`src/rtl/uart_tx_line_arbiter.sv`:
```
// rtl/uart_tx_line_arbiter.sv - merges echo and result character streams onto one UART TX channel
module uart_tx_line_arbiter #(
    parameter int                    DATA_WIDTH = 8,
    parameter int                    RES_DEPTH  = 12,
    parameter int                    ECHO_DEPTH = 4,
    parameter bit                    ECHO_EN    = 1'b1,
    parameter bit                    CRLF_EN    = 1'b1,
    parameter logic [DATA_WIDTH-1:0] CR_CODE    = 8'h0D,
    parameter logic [DATA_WIDTH-1:0] LF_CODE    = 8'h0A
) (
    input  logic                  i_clk,
    input  logic                  i_rst,
    input  logic [DATA_WIDTH-1:0] i_echo_data,
    input  logic                  i_echo_valid,
    input  logic [DATA_WIDTH-1:0] i_res_data,
    input  logic                  i_res_valid,
    input  logic                  i_res_last,
    output logic                  o_res_ready,
    output logic [DATA_WIDTH-1:0] o_tx_data,
    output logic                  o_tx_valid,
    input  logic                  i_tx_done,
    output logic                  o_echo_overflow,
    output logic                  o_res_overflow
);

    localparam int RPW = (RES_DEPTH > 1) ? $clog2(RES_DEPTH) : 1;
    localparam int RCW = $clog2(RES_DEPTH + 1);
    localparam int EPW = (ECHO_DEPTH > 1) ? $clog2(ECHO_DEPTH) : 1;
    localparam int ECW = $clog2(ECHO_DEPTH + 1);

    localparam logic [RPW-1:0] RES_PTR_MAX   = RPW'(RES_DEPTH - 1);
    localparam logic [RCW-1:0] RES_CNT_FULL  = RCW'(RES_DEPTH);
    localparam logic [EPW-1:0] ECHO_PTR_MAX  = EPW'(ECHO_DEPTH - 1);
    localparam logic [ECW-1:0] ECHO_CNT_FULL = ECW'(ECHO_DEPTH);

    typedef enum logic [2:0] {ST_IDLE, ST_ECHO, ST_RES, ST_CR, ST_LF} state_t;

    // Storage: echo holds bare characters, result holds {last, data}
    logic [DATA_WIDTH-1:0] echo_mem [ECHO_DEPTH];
    logic [DATA_WIDTH:0]   res_mem  [RES_DEPTH];

    state_t                state_q, state_d;
    logic [DATA_WIDTH-1:0] tx_data_q, tx_data_d;
    logic                  tx_valid_q, tx_valid_d;
    logic [EPW-1:0]        echo_wr_ptr_q, echo_wr_ptr_d, echo_rd_ptr_q, echo_rd_ptr_d;
    logic [ECW-1:0]        echo_cnt_q, echo_cnt_d;
    logic [RPW-1:0]        res_wr_ptr_q, res_wr_ptr_d, res_rd_ptr_q, res_rd_ptr_d;
    logic [RCW-1:0]        res_cnt_q, res_cnt_d;
    logic [RCW-1:0]        line_cnt_q, line_cnt_d;
    logic                  echo_ovf_q, echo_ovf_d;
    logic                  res_ovf_q, res_ovf_d;

    logic                  echo_full, echo_empty, res_full, res_empty, res_eligible;
    logic                  echo_wr, echo_pop, res_wr, res_pop, line_inc, line_dec;
    logic [DATA_WIDTH-1:0] echo_head;
    logic [DATA_WIDTH:0]   res_head;

    // Next-state logic: FIFO bookkeeping, line counting and the arbitration FSM
    always_comb begin
        echo_full    = (echo_cnt_q == ECHO_CNT_FULL);
        echo_empty   = (echo_cnt_q == '0);
        res_full     = (res_cnt_q == RES_CNT_FULL);
        res_empty    = (res_cnt_q == '0);
        res_eligible = (line_cnt_q != '0) || res_full;
        echo_head    = echo_mem[echo_rd_ptr_q];
        res_head     = res_mem[res_rd_ptr_q];

        // Fullness is judged before any pop of this cycle
        echo_wr = ECHO_EN && i_echo_valid && !echo_full;
        res_wr  = i_res_valid && !res_full;

        state_d    = state_q;
        tx_data_d  = tx_data_q;
        tx_valid_d = tx_valid_q;
        echo_pop   = 1'b0;
        res_pop    = 1'b0;

        case (state_q)
            ST_IDLE: begin
                if (res_eligible && (echo_empty || res_full)) begin
                    state_d    = ST_RES;
                    tx_data_d  = res_head[DATA_WIDTH-1:0];
                    tx_valid_d = 1'b1;
                end else if (!echo_empty) begin
                    state_d    = ST_ECHO;
                    tx_data_d  = echo_head;
                    tx_valid_d = 1'b1;
                end
            end
            ST_ECHO: begin
                if (tx_valid_q && i_tx_done) begin
                    echo_pop   = 1'b1;
                    tx_valid_d = 1'b0;
                    state_d    = ST_IDLE;
                end
            end
            ST_RES: begin
                if (tx_valid_q) begin
                    if (i_tx_done) begin
                        res_pop    = 1'b1;
                        tx_valid_d = 1'b0;
                        if (res_head[DATA_WIDTH]) begin
                            state_d = CRLF_EN ? ST_CR : ST_IDLE;
                        end
                    end
                end else if (!res_empty) begin
                    // A forced flush can leave the line unfinished; wait here for the rest
                    tx_data_d  = res_head[DATA_WIDTH-1:0];
                    tx_valid_d = 1'b1;
                end
            end
            ST_CR: begin
                if (!tx_valid_q) begin
                    tx_data_d  = CR_CODE;
                    tx_valid_d = 1'b1;
                end else if (i_tx_done) begin
                    tx_valid_d = 1'b0;
                    state_d    = ST_LF;
                end
            end
            ST_LF: begin
                if (!tx_valid_q) begin
                    tx_data_d  = LF_CODE;
                    tx_valid_d = 1'b1;
                end else if (i_tx_done) begin
                    tx_valid_d = 1'b0;
                    state_d    = ST_IDLE;
                end
            end
            default: state_d = ST_IDLE;
        endcase

        echo_wr_ptr_d = echo_wr_ptr_q;
        echo_rd_ptr_d = echo_rd_ptr_q;
        echo_cnt_d    = echo_cnt_q;
        if (echo_wr) echo_wr_ptr_d = (echo_wr_ptr_q == ECHO_PTR_MAX) ? '0 : echo_wr_ptr_q + EPW'(1);
        if (echo_pop) echo_rd_ptr_d = (echo_rd_ptr_q == ECHO_PTR_MAX) ? '0 : echo_rd_ptr_q + EPW'(1);
        case ({echo_wr, echo_pop})
            2'b10:   echo_cnt_d = echo_cnt_q + ECW'(1);
            2'b01:   echo_cnt_d = echo_cnt_q - ECW'(1);
            default: echo_cnt_d = echo_cnt_q;
        endcase

        res_wr_ptr_d = res_wr_ptr_q;
        res_rd_ptr_d = res_rd_ptr_q;
        res_cnt_d    = res_cnt_q;
        if (res_wr) res_wr_ptr_d = (res_wr_ptr_q == RES_PTR_MAX) ? '0 : res_wr_ptr_q + RPW'(1);
        if (res_pop) res_rd_ptr_d = (res_rd_ptr_q == RES_PTR_MAX) ? '0 : res_rd_ptr_q + RPW'(1);
        case ({res_wr, res_pop})
            2'b10:   res_cnt_d = res_cnt_q + RCW'(1);
            2'b01:   res_cnt_d = res_cnt_q - RCW'(1);
            default: res_cnt_d = res_cnt_q;
        endcase

        line_inc = res_wr && i_res_last;
        line_dec = res_pop && res_head[DATA_WIDTH];
        case ({line_inc, line_dec})
            2'b10:   line_cnt_d = line_cnt_q + RCW'(1);
            2'b01:   line_cnt_d = line_cnt_q - RCW'(1);
            default: line_cnt_d = line_cnt_q;
        endcase

        echo_ovf_d = echo_ovf_q || (ECHO_EN && i_echo_valid && echo_full);
        res_ovf_d  = res_ovf_q || (i_res_valid && res_full);
    end

    // State registers; reset discards everything buffered
    always_ff @(posedge i_clk) begin
        if (i_rst) begin
            state_q       <= ST_IDLE;
            tx_data_q     <= '0;
            tx_valid_q    <= 1'b0;
            echo_wr_ptr_q <= '0;
            echo_rd_ptr_q <= '0;
            echo_cnt_q    <= '0;
            res_wr_ptr_q  <= '0;
            res_rd_ptr_q  <= '0;
            res_cnt_q     <= '0;
            line_cnt_q    <= '0;
            echo_ovf_q    <= 1'b0;
            res_ovf_q     <= 1'b0;
        end else begin
            state_q       <= state_d;
            tx_data_q     <= tx_data_d;
            tx_valid_q    <= tx_valid_d;
            echo_wr_ptr_q <= echo_wr_ptr_d;
            echo_rd_ptr_q <= echo_rd_ptr_d;
            echo_cnt_q    <= echo_cnt_d;
            res_wr_ptr_q  <= res_wr_ptr_d;
            res_rd_ptr_q  <= res_rd_ptr_d;
            res_cnt_q     <= res_cnt_d;
            line_cnt_q    <= line_cnt_d;
            echo_ovf_q    <= echo_ovf_d;
            res_ovf_q     <= res_ovf_d;
        end
    end

    // FIFO storage writes; contents need no reset since occupancy governs validity
    always_ff @(posedge i_clk) begin
        if (echo_wr) echo_mem[echo_wr_ptr_q] <= i_echo_data;
        if (res_wr) res_mem[res_wr_ptr_q] <= {i_res_last, i_res_data};
    end

    assign o_res_ready     = !res_full;
    assign o_tx_data       = tx_data_q;
    assign o_tx_valid      = tx_valid_q;
    assign o_echo_overflow = echo_ovf_q;
    assign o_res_overflow  = res_ovf_q;

endmodule

```
`config.mk`:
```
export PLATFORM = sky130hd
export DESIGN_NAME = uart_tx_line_arbiter
export DESIGN_NICKNAME = d
export VERILOG_FILES = /design/src/rtl/uart_tx_line_arbiter.sv
export SDC_FILE = /design/constraint.sdc
export NUM_CORES = 1
export LEC_CHECK = 0
export CORE_MARGIN = 2
export CORE_UTILIZATION = 33
export CTS_CLUSTER_SIZE = 25
export DETAILED_ROUTE_END_ITERATION = 8
export PLACE_DENSITY = 0.48
export SLEW_MARGIN = 20
export SYNTH_ARGS = -nofsm -noshare
export SYNTH_HDL_FRONTEND = slang
export SYNTH_SLANG_ARGS = --single-unit
```
`constraint.sdc`:
```
create_clock -name i_clk -period 2.9 [get_ports i_clk]
set_input_delay 0.435 -clock i_clk [delete_from_list [all_inputs] [get_ports i_clk]]
set_output_delay 0.435 -clock i_clk [all_outputs]
set_load 0.01 [all_outputs]
```
; ---- Yosys cells after proc, flatten, opt, wreduce, memory -nomap -nowiden
; Memory sizes are Yosys's and may differ from the RTL's. A register that Yosys moved wholly into a read port is not among the register bits.
; Index checks and enable logic that the tools add are counted.
[word_totals]
mem_bits_ro = 0
latch_bits = 0
reg_bits = 37
word_cells = 126
ramBits = 140
in_bits = 22
memories = 2
output_inout_bits = 12
[mem_list]
columns = name, words, word_bits, read_ports, rd_ports_with_merged_regs, wr, line_no
row1 = res_mem, 12, 9, 1, 1, 1, 40  ; logic [DATA_WIDTH:0] res_mem [RES_DEPTH];
row2 = echo_mem, 4, 8, 1, 1, 1, 39  ; logic [DATA_WIDTH-1:0] echo_mem [ECHO_DEPTH];
[classes]
n_mux = 46
reduce_logical = 27
addsub = 10
order_cmp = 0
multipliers = 0
shift = 0
n_bitwise = 0
n_div = 0
n_eq_ne = 29
[ops]
columns = operator, n
row1 = 8-bit two-way mux, 6
row2 = 8-bit one-hot mux with 4 select lines, 1
row3 = 3-bit two-way mux, 10
row4 = "2-bit inequality test, second input constant", 12
row5 = "4-bit by 1-bit adder with 4-bit output, second input constant", 4
row6 = 1-bit two-way mux, 16
row7 = 4-bit two-way mux, 4
row8 = 4-bit one-hot mux with 2 select lines, 2
row9 = 3-bit one-hot mux with 5 select lines, 1
row10 = "4-bit == test, second input constant", 3
row11 = 4-bit nonzero test, 3
row12 = "2-bit == test, second input constant", 5
row13 = 9-bit AND reduction, 1
row14 = 1-bit logical AND, 8
row15 = 2-bit two-way mux, 4
row16 = "4-bit by 1-bit subtractor with 4-bit output, second input constant", 2
row17 = "2-bit by 1-bit == test with 1-bit output, second input constant", 3
row18 = "3-bit by 2-bit == test with 1-bit output, second input constant", 2
row19 = "3-bit == test, second input constant", 2
row20 = 3-bit zero test, 2
row21 = 3-bit one-hot mux with 2 select lines, 1
row22 = 6-bit AND reduction, 1
row23 = 2-bit nonzero test, 3
row24 = "2-bit by 1-bit adder with 2-bit output, second input constant", 2
row25 = 10 further kinds, 14

; ---- Longest topological paths before layout
; Gate-level depths: netlist of run 1.
[logic_depth]
word_depth = 6
mapped_depth = 12

; ---- Least setup slack after synthesis of run 1
; Ideal clock, no wire load.
[synth_timing]
path_type = flip-flop to flip-flop
from = register (tool-made name)
to = register line_cnt_q[2]
setup_time_ps = 71
slack_ps = 97
t_required_ps = 2829
period_less_slack_ps = 2803
path_stages_with_launch = 12
arrival_ps = 2732
path_cell_list = dfxtp_1 -> buf_6 -> mux4_2 -> mux4_2 -> and2_1 -> ha_1 -> xor2_1 -> ha_1 -> a21oi_1 -> xor2_1 -> or3_1 -> a21oi_1
[synth_rtl]
columns = item, line_no
row1 = end signal: assignment, 192  ; line_cnt_q <= line_cnt_d;
row2 = end: declaration, 49  ; logic [RCW-1:0] line_cnt_q, line_cnt_d;

==> results of run 1 <==
[timing repair]
item                                    CTS  global route
buffers inserted                          1             0
endpoints found under the setup margin    1             1
pin swaps                                 0             2
gates resized for setup                   2             3
[layer usage]
| metal | part of all wire [%] | GRT usage, % | vias to the layer above |
|---|---|---|---|
| met1 | 47 | 17.7 | 2238 |
| met4 | 1.2 | 4.98 | 0 |
| met5 | 0 | 0 | - |
| li1 | - | - | 2101 |
| met2 | 49 | 22.2 | 58 |
| met3 | 2.9 | 2.73 | 16 |
[area by class of cell]
type | instances | area, um^2 | area share (%)
flip-flops and latches | 183 | 5070 | 55.7
multi-input cells | 297 | 2490 | 27.3
clock inverters | 14 | 148 | 1.62
repair buffers | 58 | 518 | 5.69
well taps | 319 | 399 | 4.38
inverters | 15 | 56.3 | 0.618
clock buffers | 18 | 429 | 4.71
[sequential cells by signal (all words and copies together) (netlist names), 2 cells and up, named ones only]
name,cells
o_tx_data,8
echo_rd_ptr_q,2
res_cnt_q,4
echo_mem,32
res_mem,108
res_wr_ptr_q,4
line_cnt_q,4
echo_wr_ptr_q,2
state_q,3
res_rd_ptr_q,4
echo_cnt_q,3
[worst paths after layout]
check,startpoint,to,slack (ns),cells after the start
hold reg to reg,o_res_overflow,o_res_overflow,0.48,2
setup / recovery,register,line_cnt_q[2],0.14,10
setup reg to reg,register,line_cnt_q[2],0.14,10
hold / removal,o_res_overflow,o_res_overflow,0.48,2
[report_power, final]
group          total, W  internal, W  switching [W]
Clock           0.00223      0.00115        0.00108
Sequential      0.00310      0.00296       0.000134
Combinational  0.000959     0.000441       0.000518
Total           0.00629      0.00455        0.00174
[kinds of logic (layout without fill, tap and decap cells)]
group	count (synthesis)	count (layout)
flops	183	183
xor+xnor	11	11
fa+ha+maj	19	19
simple gates	137	137
mux	50	50
compound gates	80	80
buf+inv	36	105
[cells in the final DEF (no fill, tap or decap), types with 3 or more instances in the layout]
| cell type | synthesis | routed |
|---|---|---|
| edfxtp_1 | 140 | 140 |
| dfxtp_1 | 43 | 42 |
| nor2_1 | 41 | 41 |
| clkdlybuf4s50_1 | 0 | 33 |
| mux4_2 | 31 | 31 |
| a21oi_1 | 28 | 27 |
| nand2_1 | 25 | 25 |
| buf_4 | 1 | 25 |
| clkbuf_16 | 0 | 17 |
| mux2i_1 | 15 | 15 |
| ha_1 | 17 | 15 |
| o21ai_0 | 14 | 14 |
| inv_1 | 13 | 13 |
| and2_1 | 14 | 13 |
| and3_1 | 11 | 11 |
| nor3_1 | 10 | 10 |
| o21ai_1 | 8 | 8 |
| nand2b_1 | 7 | 7 |
| xor2_1 | 7 | 7 |
| nand3_1 | 6 | 6 |
| or3_1 | 6 | 6 |
| inv_8 | 0 | 6 |
| nor3b_1 | 4 | 4 |
| nor2b_1 | 4 | 4 |
| a311oi_1 | 4 | 4 |
| xnor2_1 | 4 | 4 |
| clkinvlp_4 | 0 | 4 |
| o31ai_1 | 3 | 3 |
| a221oi_1 | 3 | 3 |
| o32ai_1 | 3 | 3 |
[through the flow]
| step | total power [W] | setup WS, ns | TNS (ns) |
|---|---|---|---|
| 2_1_floorplan | 0.00371 | 0.0970 | 0 |
| 3_3_place_gp | 0.00409 | 0.0377 | 0 |
| 3_5_place_dp | 0.00412 | -0.0363 | -0.0363 |
| 4_1_cts | 0.00637 | 0.0141 | 0 |
| 5_1_grt | 0.00658 | 0.00401 | 0 |
| 6_report | 0.00629 | 0.144 | 0 |
[worst register-to-register path: stages (launching register included)]
cell and delay, ns:
dfxtp_4 0.37, mux4_2 0.51, mux4_2 0.49, and2_4 0.16
ha_2 0.18, xor2_1 0.14, ha_2 0.19, a21oi_2 0.12
xor2_1 0.09, or3_1 0.31, a21oi_1 0.12
==> summary.txt, run 1 <==
Outcome
  • Status: finished clean

Timing
  • Worst Tran Pin Value: 0.710 ns
  • Layout Skew: 0.00978 ns
  • Max-slew violations: 0
  • Crit path time final: 2.76 ns
  • Final setup vio count: 0
  • RSZ-0062 raised after global routing: no
  • Min Hold Slack: ~0.48 ns
  • FMAX: 363 MHz
  • Slew headroom: 52.2%
  • Final hold vios: 0
  • Fin crit share: 95.0%

Min path
  • Worst min-delay path class: reg -> reg

Pwr
  • Power Dens Cells: 691 nW/um^2
  • Worst IR Drop VDD: 0.304 mV
  • Leakage: 3.04 nW

Placement
  • Routability Congestion: 0.766
  • Placed wire-length estimate: 11100 um
  • # placed instances: 871
  • DP Area: 8510 um^2
  • PortBufs: 33

Floorplanning
  • Placement row count: 56
  • Initial Util: 33.3%
  • Core area: 23300 um^2
  • Die width: 157 um
  • Die ar.: roughly 25000 um^2
  • Height of the die: 157 um
  • Io pins: 34

Worst setup path
  • Crit path max-delay family: multiplexers
  • CP Capture Type: register
  • CP max stage cell: mux4_2
  • Worst path cell trace: mux4_2 > mux4_2 > and2_4 > ha_2 > xor2_1 > ha_2 > a21oi_2 > xor2_1 > or3_1 > a21oi_1
  • Worst Path Class, Setup: reg -> reg
  • Crit path DAT: roughly 3.1 ns
  • Critical Path Fanout Max: 4
  • CP Launch Type: register
  • CP required: 3.25 ns
  • Worst Path Buf+Inv: 0
  • Critical Path Max Stage Delay: ~0.5 ns

Synth
  • Largest cells by area after synthesis: edfxtp_1 (54%), dfxtp_1 (11%), mux4_2 (9.0%)
  • Yosys warning total: 0
  • Complex-gate fraction of the synthesized area: under 10%
  • Post-synthesis cell type count: 56
  • EDFF count, synth: 140
  • Post-synthesis instance total: 516
  • Cell with the most instances after synthesis: edfxtp_1
  • Synth top cells by count: edfxtp_1 (140), dfxtp_1 (43), nor2_1 (41)
  • Adder-cell area share of the yosys netlist: 3.26%
  • Synthesized flop and latch total: around 180
  • Largest family of logic cells by synthesized area: multiplexers
  • Post-Synthesis Cell Area: 7740 um^2
  • Share of flip-flops with an asynchronous set or reset: 0%
  • Multiplexer area fraction after synthesis: about an eighth
  • Register area share after synthesis: approximately two thirds
  • Share of the synthesized area in the top cell type: 54.3%
  • Xor/xnor share of the synthesized area: 1.24%
  • Syn_nets: 557
  • Synth area leader: edfxtp_1
  • Ys flop type: edfxtp_1
  • Avg Inst Size Synth: between 15 and 20 um^2
  • Post-Synth Simple-Gate Area: 9.08%

Drt
  • First drt pass iteration count: 4
  • WL/cell: 17.7 um
  • Remaining DRCs: 0
  • Via density: 4.88
  • Post-DRT Antenna Nets: 0
  • Final wirelength: between 15000 and 20000 um
  • Vias: 4413
  • Initial drt markers: between 200 and 250

Clock network
  • Root Driver: clkbuf_16
  • CTS tree: built
  • Worst-path clk slew: 0.07 ns
  • Clk sink count: 183
  • Hold buffers post-CTS: 0
  • Num CTS Buffers: 17
  • CTS Buffer Depth: 2
  • Max H-tree Level: 4
  • Clock Latency Late Sink: about 0.43 ns

Job
  • Max cap viols: 0

Global route
  • Gr usage total: a little over an eighth
  • Global-route wire length before repair: 25000 um
  • Pin count of the biggest net entering global routing: 26
  • GRT overflow: 0
  • Vias in the first global route: 4585
  • Antenna violations before repair: 0

Finish
  • Utilization after layout: about two fifths
  • Inserted Diodes: 0
  • Finished Cell Area: 9110 um^2
  • Area Overhead vs Synth: 17.6%
  • Fillers: 2171
  • Share of layout cells above drive strength 1: about 17%
  • Nets: 613
  • Post-route insts no fill: 904
Power figures use the tool's default switching activity.
==> run 2, diff against run 1 <==
--- a/config.mk
+++ b/config.mk
@@ -5,10 +5,12 @@
 export SDC_FILE = /design/constraint.sdc
 export NUM_CORES = 1
 export LEC_CHECK = 0
+export ABC_CLOCK_PERIOD_IN_PS = 2900
 export CORE_MARGIN = 2
 export CORE_UTILIZATION = 33
 export CTS_CLUSTER_SIZE = 25
 export DETAILED_ROUTE_END_ITERATION = 8
+export GPL_ROUTABILITY_DRIVEN = 0
 export PLACE_DENSITY = 0.48
 export SLEW_MARGIN = 20
 export SYNTH_ARGS = -nofsm -noshare
==> results of run 2 <==
No change in the layout: final DEF, timing and power equal those of run 1.
==> run 3, diff against run 2 <==
--- a/config.mk
+++ b/config.mk
@@ -8,7 +8,7 @@
 export ABC_CLOCK_PERIOD_IN_PS = 2900
 export CORE_MARGIN = 2
 export CORE_UTILIZATION = 33
-export CTS_CLUSTER_SIZE = 25
+export CTS_CLUSTER_SIZE = 40
 export DETAILED_ROUTE_END_ITERATION = 8
 export GPL_ROUTABILITY_DRIVEN = 0
 export PLACE_DENSITY = 0.48
==> results of run 3 <==
No change in the layout: final DEF, timing and power equal those of run 1.
==> RTL change (flow settings as in run 1) <==
The 5 states of `state_t` get a one-hot encoding in 5 bits.
--- a/src/rtl/uart_tx_line_arbiter.sv
+++ b/src/rtl/uart_tx_line_arbiter.sv
@@ -34,5 +34,5 @@
     localparam logic [ECW-1:0] ECHO_CNT_FULL = ECW'(ECHO_DEPTH);
 
-    typedef enum logic [2:0] {ST_IDLE, ST_ECHO, ST_RES, ST_CR, ST_LF} state_t;
+    typedef enum logic [4:0] {ST_IDLE = 5'b00001, ST_ECHO = 5'b00010, ST_RES = 5'b00100, ST_CR = 5'b01000, ST_LF = 5'b10000} state_t;
 
     // Storage: echo holds bare characters, result holds {last, data}
Check against the original RTL: no difference found for any inputs over 4 cycles, from zero or initial values and one cycle with i_rst high; so few cycles prove little.
==> RTL change against run 1 <==
  * Clock power up 4%
  * Fmax up 0.51%
  * Sequential cell count up 2
  * Total power down 1.2%
  * Cell area up 4.2%
  * Area after synthesis up 3.2%
  * Count of clock-buffer cells in the layout down 1
  * Critical path depth up 1
  * Worst setup slack better by 0.014 ns
  * Via count up 8.0%
  * Wire length up 7.7%
  * First-iteration DRC count up 38%
  * Synthesized cell count up 6.2%
==> RTL change: results (changes against run 1) <==
[placement]
portBuffers=33  ; unchanged
dp_hpwl_mm=11.79  ; was 11.06 mm
place_congestion=0.7643  ; was 0.7663

[global_routing]
first_global_vias=4839  ; was 4585
grt_pass1_wl_mm=27.40  ; was 24.97 mm
grt.total_usage_pct=14.03  ; was 13.50%
grt_max_degree=30  ; was 26

[finish]
n_antenna_cell=0  ; unchanged
nets=649  ; was 613
drive_above_1_share_pct=18.78  ; was 16.92%
nFillCells=2215  ; was 2171

[synthesis]
synth_compound_area_share_pct=7.545  ; was 6.673%
muxShareOfSynthArea_pct=12.01  ; was 11.73%
synthAdderAreaFrac_pct=2.755  ; was 3.264%
synth_xor_area_share_pct=1.315  ; was 1.244%
ys_top_cells_by_count=edfxtp_1, dfxtp_1, nor2_1  ; unchanged
ys_seq_area_share_pct=63.87  ; was 65.41%
syn-num-nets=587  ; was 557
synthTopCellsByArea=edfxtp_1, dfxtp_1, mux4_2  ; unchanged

[clocking]
clockRootBuffer=clkbuf_16  ; unchanged
post_cts_buffers=0  ; was 1

[worst_setup_path]
max_stage_delay_ns=0.49  ; was 0.51 ns

[routing]
dr.pass1.iters=5  ; was 4
wl_per_cell_um=18.26  ; was 17.67 um
via_per_inst=5.057  ; was 4.882
drt_iter0_drc=299  ; was 216

[min_path]
holdCritPathClass=input pin to flop  ; was flop to flop

[timing]
tightestPinTransition_ns=0.6493  ; was 0.7100 ns
final-setup-viol-count=0  ; unchanged
finalClockSkew_ns=0.01270  ; was 0.009776 ns

[pwr]
worst_ir_drop_vdd_v=0.0003311  ; was 0.0003044 V
leakage_nw=3.129  ; was 3.037 nW
p_int_mw=4.518  ; was 4.555 mW

[status]
outcome=finished, final reports clean  ; unchanged

RTL change: cell count changes in the layout (fill, tap and decap cells not counted), moves of 4 or more:
cell,run 1,this run
mux4_2,31,35
and2_1,13,21
o211ai_1,2,7
a211oi_1,2,9
nor2_1,41,37
a311oi_1,4,8
a21oi_1,27,33
buf_4,25,37
nor4b_1,0,4
clkinvlp_4,4,0
nand2b_1,7,2
RTL change: cell families (layout without fill, tap and decap cells):
| family | Yosys count | in the layout |
|---|---|---|
| DFF | 185 | 185 |
| and+or+nand+nor | 146 | 146 |
| AOI/OAI and AO/OA | 95 | 95 |
| muxes | 52 | 52 |
| buffers and inverters | 41 | 116 |
| adders and majority gates | 17 | 17 |
| xor gates and xnor gates | 12 | 12 |
RTL change: power by group through the flow:
stage	Sequential, mW	Clock [mW]	Combinational [mW]
finish	3.06	2.33	0.819
global route	3.08	2.49	0.901
CTS	3.07	2.39	0.825
detailed placement	3.13	0	0.818
global placement	3.12	0	0.804
floorplan	3.12	0	0.452
RTL change: worst paths after layout:
kind	start	end	slack [ns]	depth (start not counted)
setup reg to reg	flop	line_cnt_q[2]	0.16	11
hold / removal	i_rst	line_cnt_q[0]	0.38	2
hold reg to reg	o_echo_overflow	o_echo_overflow	0.48	2
setup / recovery	flop	line_cnt_q[2]	0.16	11
RTL change: layout make-up:
class / count / area (um^2) / share of cell area (%)
Multi-Input combinational cell: 322 / 2721 / 28.67
Tap cell: 319 / 399.1 / 4.205
Inverter: 13 / 48.80 / 0.5141
Clock inverter: 15 / 165.2 / 1.740
Timing Repair Buffer: 71 / 623.1 / 6.565
Clock buffer: 17 / 425.4 / 4.482
Sequential cell: 185 / 5109 / 53.82
RTL change: per-layer routing:
metal | up-vias | GRT usage, % | share of wire [%] | wire length (um)
met4 | 0 | 4.835 | 1.5 | 256
met1 | 2406 | 18.87 | 46 | 7972
met2 | 86 | 22.75 | 49 | 8354
met5 | - | 0 | 0 | 0
li1 | 2256 | - | - | -
met3 | 16 | 2.779 | 3.6 | 618
RTL change: through the flow:
| step | cell area [um^2] | instances | worst slack, ns | total power [mW] | util, % |
|---|---|---|---|---|---|
| after global placement | 8877 | 910 | 0.009754 | 3.925 | 37.60 |
| after global routing | 9492 | 942 | 0.009091 | 6.474 | 40.20 |
| final | 9492 | 942 | 0.1585 | 6.213 | 40.20 |
| after detailed placement | 8877 | 910 | -0.04941 | 3.948 | 37.60 |
| after CTS | 9473 | 942 | 0.04974 | 6.284 | 40.12 |
| after floorplan | 7993 | 548 | 0.04563 | 3.572 | - |
